<file path="src/rtl/dx_decode_latch_if.sv">
// rtl/dx_decode_latch_if.sv - decode/execute pipeline register bus bundle
interface dx_decode_latch_if;
    logic [31:0] pc_in;
    logic [31:0] insn_in;
    logic        valid_in;
    logic        stall;
    logic        flush;

    logic [31:0] pc_out;
    logic [31:0] insn_out;
    logic        valid_out;
    logic [4:0]  opcode;
    logic [4:0]  rd;
    logic [4:0]  rs;
    logic [4:0]  rt;
    logic [4:0]  shamt;
    logic [4:0]  aluop;
    logic [16:0] imm17;
    logic [26:0] target;
    logic        is_rtype;
    logic        is_itype;
    logic        is_branch;
    logic        is_jump;
    logic        is_mem;

    modport master (
        output pc_in, insn_in, valid_in, stall, flush,
        input  pc_out, insn_out, valid_out, opcode, rd, rs, rt, shamt, aluop,
               imm17, target, is_rtype, is_itype, is_branch, is_jump, is_mem
    );

    modport slave (
        input  pc_in, insn_in, valid_in, stall, flush,
        output pc_out, insn_out, valid_out, opcode, rd, rs, rt, shamt, aluop,
               imm17, target, is_rtype, is_itype, is_branch, is_jump, is_mem
    );
endinterface

</file>
<file path="src/rtl/dx_decode_latch.sv">
// rtl/dx_decode_latch.sv - decode/execute pipeline register with field split,
// class flags, stall hold and bubble insertion
module dx_decode_latch (
    input  logic              clock,
    input  logic              reset,
    dx_decode_latch_if.slave  bus
);
    logic [4:0] op_in;
    logic       rtype_d;
    logic       itype_d;
    logic       branch_d;
    logic       jump_d;
    logic       mem_d;
    logic       bubble;

    assign op_in = bus.insn_in[31:27];
    // A load of a non-valid instruction is indistinguishable from a flush
    assign bubble = bus.flush || (!bus.stall && !bus.valid_in);

    always_comb begin
        rtype_d  = 1'b0;
        itype_d  = 1'b0;
        branch_d = 1'b0;
        jump_d   = 1'b0;
        mem_d    = 1'b0;
        case (op_in)
            5'b00000: rtype_d = 1'b1;
            5'b00101: itype_d = 1'b1;
            5'b00111, 5'b01000: begin
                itype_d = 1'b1;
                mem_d   = 1'b1;
            end
            5'b00010, 5'b00110: begin
                itype_d  = 1'b1;
                branch_d = 1'b1;
            end
            5'b00001, 5'b00011, 5'b00100, 5'b10110: jump_d = 1'b1;
            default: ;
        endcase
    end

    always_ff @(posedge clock) begin
        if (reset) begin
            bus.pc_out    <= 32'h0;
            bus.insn_out  <= 32'h0;
            bus.valid_out <= 1'b0;
            bus.opcode    <= 5'h0;
            bus.rd        <= 5'h0;
            bus.rs        <= 5'h0;
            bus.rt        <= 5'h0;
            bus.shamt     <= 5'h0;
            bus.aluop     <= 5'h0;
            bus.imm17     <= 17'h0;
            bus.target    <= 27'h0;
            bus.is_rtype  <= 1'b0;
            bus.is_itype  <= 1'b0;
            bus.is_branch <= 1'b0;
            bus.is_jump   <= 1'b0;
            bus.is_mem    <= 1'b0;
        end else if (bubble) begin
            bus.pc_out    <= bus.pc_in;
            bus.insn_out  <= 32'h0;
            bus.valid_out <= 1'b0;
            bus.opcode    <= 5'h0;
            bus.rd        <= 5'h0;
            bus.rs        <= 5'h0;
            bus.rt        <= 5'h0;
            bus.shamt     <= 5'h0;
            bus.aluop     <= 5'h0;
            bus.imm17     <= 17'h0;
            bus.target    <= 27'h0;
            bus.is_rtype  <= 1'b0;
            bus.is_itype  <= 1'b0;
            bus.is_branch <= 1'b0;
            bus.is_jump   <= 1'b0;
            bus.is_mem    <= 1'b0;
        end else if (!bus.stall) begin
            bus.pc_out    <= bus.pc_in;
            bus.insn_out  <= bus.insn_in;
            bus.valid_out <= 1'b1;
            bus.opcode    <= bus.insn_in[31:27];
            bus.rd        <= bus.insn_in[26:22];
            bus.rs        <= bus.insn_in[21:17];
            bus.rt        <= bus.insn_in[16:12];
            bus.shamt     <= bus.insn_in[11:7];
            bus.aluop     <= bus.insn_in[6:2];
            bus.imm17     <= bus.insn_in[16:0];
            bus.target    <= bus.insn_in[26:0];
            bus.is_rtype  <= rtype_d;
            bus.is_itype  <= itype_d;
            bus.is_branch <= branch_d;
            bus.is_jump   <= jump_d;
            bus.is_mem    <= mem_d;
        end
    end
endmodule

</file>
<file path="src/flat_wrapper.sv">
// flat-port wrapper written by rule: the top's interface ports become plain ports
module dx_decode_latch_flat 
  (clock, reset, bus_pc_in, bus_insn_in, bus_valid_in, bus_stall, bus_flush, bus_pc_out, bus_insn_out, bus_valid_out, bus_opcode, bus_rd, bus_rs, bus_rt, bus_shamt, bus_aluop, bus_imm17, bus_target, bus_is_rtype, bus_is_itype, bus_is_branch, bus_is_jump, bus_is_mem);
  dx_decode_latch_if bus_i ();
  input  logic clock;
  input  logic reset;
  input wire logic [$bits(bus_i.pc_in)-1:0] bus_pc_in;
  input wire logic [$bits(bus_i.insn_in)-1:0] bus_insn_in;
  input wire logic [$bits(bus_i.valid_in)-1:0] bus_valid_in;
  input wire logic [$bits(bus_i.stall)-1:0] bus_stall;
  input wire logic [$bits(bus_i.flush)-1:0] bus_flush;
  output wire logic [$bits(bus_i.pc_out)-1:0] bus_pc_out;
  output wire logic [$bits(bus_i.insn_out)-1:0] bus_insn_out;
  output wire logic [$bits(bus_i.valid_out)-1:0] bus_valid_out;
  output wire logic [$bits(bus_i.opcode)-1:0] bus_opcode;
  output wire logic [$bits(bus_i.rd)-1:0] bus_rd;
  output wire logic [$bits(bus_i.rs)-1:0] bus_rs;
  output wire logic [$bits(bus_i.rt)-1:0] bus_rt;
  output wire logic [$bits(bus_i.shamt)-1:0] bus_shamt;
  output wire logic [$bits(bus_i.aluop)-1:0] bus_aluop;
  output wire logic [$bits(bus_i.imm17)-1:0] bus_imm17;
  output wire logic [$bits(bus_i.target)-1:0] bus_target;
  output wire logic [$bits(bus_i.is_rtype)-1:0] bus_is_rtype;
  output wire logic [$bits(bus_i.is_itype)-1:0] bus_is_itype;
  output wire logic [$bits(bus_i.is_branch)-1:0] bus_is_branch;
  output wire logic [$bits(bus_i.is_jump)-1:0] bus_is_jump;
  output wire logic [$bits(bus_i.is_mem)-1:0] bus_is_mem;
  assign bus_i.pc_in = bus_pc_in;
  assign bus_i.insn_in = bus_insn_in;
  assign bus_i.valid_in = bus_valid_in;
  assign bus_i.stall = bus_stall;
  assign bus_i.flush = bus_flush;
  assign bus_pc_out = bus_i.pc_out;
  assign bus_insn_out = bus_i.insn_out;
  assign bus_valid_out = bus_i.valid_out;
  assign bus_opcode = bus_i.opcode;
  assign bus_rd = bus_i.rd;
  assign bus_rs = bus_i.rs;
  assign bus_rt = bus_i.rt;
  assign bus_shamt = bus_i.shamt;
  assign bus_aluop = bus_i.aluop;
  assign bus_imm17 = bus_i.imm17;
  assign bus_target = bus_i.target;
  assign bus_is_rtype = bus_i.is_rtype;
  assign bus_is_itype = bus_i.is_itype;
  assign bus_is_branch = bus_i.is_branch;
  assign bus_is_jump = bus_i.is_jump;
  assign bus_is_mem = bus_i.is_mem;
  dx_decode_latch u_core (.clock(clock), .reset(reset), .bus(bus_i));
endmodule
</file>
<file path="config.mk">
export PLATFORM = sky130hd
export DESIGN_NAME = dx_decode_latch_flat
export DESIGN_NICKNAME = d
export VERILOG_FILES = /design/src/rtl/dx_decode_latch_if.sv /design/src/rtl/dx_decode_latch.sv /design/src/flat_wrapper.sv
export SDC_FILE = /design/constraint.sdc
export NUM_CORES = 1
export LEC_CHECK = 0
export BUFFER_PORTS_ARGS = -buffer_cell sky130_fd_sc_hd__buf_2
export CAP_MARGIN = 0
export CORE_MARGIN = 3
export CORE_UTILIZATION = 35
export DETAILED_ROUTE_END_ITERATION = 16
export PLACE_DENSITY = 0.78
export SKIP_LAST_GASP = 1
export SLEW_MARGIN = 30
export SYNTH_ARGS = -nofsm -noshare
export SYNTH_HDL_FRONTEND = slang
export SYNTH_SLANG_ARGS = --single-unit
</file>
<file path="constraint.sdc">
create_clock -name clock -period 0.85 [get_ports clock]
set_input_delay 0.17 -clock clock [delete_from_list [all_inputs] [get_ports clock]]
set_output_delay 0.17 -clock clock [all_outputs]
set_load 0.01 [all_outputs]
</file>
==> out/results.ini <==
[grt]
antenna_found_initial = 0
grt_use_total_pct = 16.2
grt_pass1_vias = 2835
grt_pass1_wl_mm = 13.2
overflow = 0
grt_max_degree = 33

[hold_path]
hp-start = bus_pc_in[8]
holdPathStages = 3
whs_endpoint = u_core.bus.pc_out[8]
hold_path.class = input pin to register

[clock_tree]
clkTransAtPathRegs_ps = 80
cts_tree = built
clockBufferDepth = 2
cts_sinks = 70
h-tree-depth = 3
cts_buffers = 9
insertion_delay_ps = 330
root_buffer = clkbuf_8

[placement]
hpwl_mm = 5.89
port_buffers = 212
gp_congestion = 0.684
dpl.cell_count = 599

[yosys]
yosysTopAreaCellShare_pct = 44.9
synth_warnings = 0
ys_seq_area_share_pct = 44.9
ys_ff_latch = 70
syn_nets = 423
yosysUniqueCellTypes = 27
synth_area_leader_cell = dfxtp_1
synth_cells = 354
syn_area_mm2 = 0.00312
syn_avg_cell_area_um2 = 8.82
synth.area.top_cells = dfxtp_1 45%, buf_4 19%, mux2i_1 9.9%, nand2_1 7.7%, a21oi_1 5.8%

[timing]
clock.fmax_mhz = 984
period_share_pct = 120
fin_crit_ps = 1020
slew_headroom_pct = 77.1
timing_max_transition_violations_final = 0
setup_viol = 144
fin_skew_ps = 0
setup_ws_ps = -166
hold_violations = 0
rsz0062_at_grt = yes
tightest_slew_ps = 340
holdWs_ps = 63.6

[layout]
seqCellArea_mm2 = 0.00156
finalNetCount = 588
multiInputGateArea_mm2 = 0.00105
diodes = 0
syn_to_final_growth_pct = 64.1
drive_gt1_share_pct = 65.1
fin_cells = 629
fill_cells = 664

[floorplan]
top_level_ports = 213
die_x_um = 100
initial_utilization_pct = 37.1
core_mm2 = 0.00842
rows = 33
die_h_um = 100
floorplan.die_area_mm2 = 0.0101

[routing]
drtAntennaViolNets = 0
vias = 2879
wl_mm = 8.88
remaining_drc_errors = 0
wl_per_cell_um = 14.1
drtIter0Drc = 35
vias_per_cell = 4.58
drtPass1Iterations = 4

[setup_path]
reg2reg_to = u_core.bus.pc_out[14]
worstRegToRegCells = 4
critical_path.startpoint = u_core.bus.insn_out[7]
crit_required_ps = 680
crit_type = register to primary output
cp_cell_sequence = buf_2
start_kind = register
cp-end-kind = primary output
path_buf_inv = 1
critPathTopFamily = flip-flops
r2r-start = u_core.bus.pc_out[14]
crit_slowest_cell = dfxtp_4
cp_max_fo = 5
rrSetupSlack_ps = 50
arrival_ps = 850
cpPeakStageDelay_ps = 380

[outcome]
outcome = complete, but fails checks
violations = negative setup slack

[pwr]
power-per-cell-area_mw_per_mm2 = 1450
vdd_ir_drop_max_mv = 0.867
p_leak_uw = 0.00250

[run]
maxCapViolations = 0

-- report_power, final --
group | switching, µW | total [µW] | internal [µW]
logic | 565 | 1330 | 765
clock network | 1240 | 2590 | 1350
registers | 138 | 3510 | 3370
total | 1940 | 7430 | 5490
-- flip-flops by register name, indices dropped and copies added (netlist names) --
signal and count:
u_core.bus.is_rtype 1, u_core.bus.insn_out 24, u_core.bus.is_itype 1, u_core.bus.is_mem 1, u_core.bus.valid_out 1, u_core.bus.pc_out 32, u_core.bus.is_branch 1, u_core.bus.is_jump 1
u_core.bus.opcode 4, u_core.bus.rd 4
-- routing by layer --
layer	global-route usage, %	vias up	wire length, µm
met3	6.53	17	1000
met4	6.22	0	183
li1	-	1403	-
met2	29.1	154	4450
met1	16.9	1305	3240
met5	0	-	0
-- kinds of logic after synthesis --
family	after synthesis	synth area share (%)
buffers and inverters	96	22.0
AOI/OAI and AO/OA	42	7.50
xor gates and xnor gates	1	0.281
and+or+nand+nor	114	15.4
muxes	31	9.94
DFF	70	44.9
-- worst max-delay path by stage --
stage / endpoint / slack (ps) / cells past startpoint
floorplan: u_core.bus.is_mem / -50 / 5
global placement: u_core.bus.insn_out[2] / -170 / 4
detailed placement: u_core.bus.is_jump / -220 / 4
CTS: bus_imm17[4] / -180 / 1
global route: bus_imm17[6] / -210 / 1
finish: bus_target[7] / -170 / 1
-- cells in the mapped netlist --
cell       n
o41ai_2    1
a21oi_1   36
a22oi_1    2
nand2_1   64
inv_1      2
buf_2      9
nor4_1     1
and3b_1    1
xnor2_1    1
nor2_4     1
clkbuf_1   3
nor3b_1    2
or2_2      1
mux2i_1   31
nand2b_2   1
buf_4     79
nor2_1    35
buf_6      2
nor4b_2    1
dfxtp_1   70
a31oi_1    1
clkbuf_4   1
o31ai_1    1
o21ai_2    1
nor2b_1    2
nand3_1    2
nor3_1     3
-- area by class of cell --
cell class	count	share of cell area [%]
timing repair buffer	248	42.6
sequential	70	30.5
multi-input combinational	188	20.5
tap	105	2.56
clock buffer	10	2.49
clock inverter	6	1.22
inverter	2	0.147
-- placed cells by master, fill, tap and decap left out, types with 2 or more instances in the layout --
| cell | n |
|---|---|
| buf_6 | 128 |
| buf_2 | 84 |
| nand2_1 | 64 |
| dfxtp_2 | 40 |
| a21oi_1 | 36 |
| nor2_1 | 35 |
| buf_4 | 32 |
| mux2i_1 | 31 |
| dfxtp_4 | 30 |
| clkbuf_8 | 9 |
| buf_12 | 4 |
| nor3_1 | 3 |
| clkinv_2 | 3 |
| nor3b_1 | 2 |
| nand3_1 | 2 |
| inv_1 | 2 |
| clkinv_4 | 2 |
-- metrics by stage --
| stage | util (%) | TNS, ps | setup slack (ps) | power, µW | area [µm²] |
|---|---|---|---|---|---|
| 6_report | 60.8 | -18220 | -166 | 7430 | 5120 |
| 5_1_grt | 60.8 | -24460 | -209 | 7800 | 5120 |
| 4_1_cts | 57.7 | -21560 | -180 | 7500 | 4860 |
| 3_5_place_dp | 45.8 | -11350 | -221 | 4620 | 3860 |
| 3_3_place_gp | 45.8 | -9540 | -174 | 4600 | 3860 |
| 2_1_floorplan | - | -49.4 | -47.3 | 4210 | 3140 |
-- what timing repair did --
action                     CTS  global route
hold buffers                 0             0
gates resized for setup    186            43
buffers inserted             8             6
gates cloned                 0             0
setup endpoints to repair  144           145
Power figures use the tool's default switching activity.
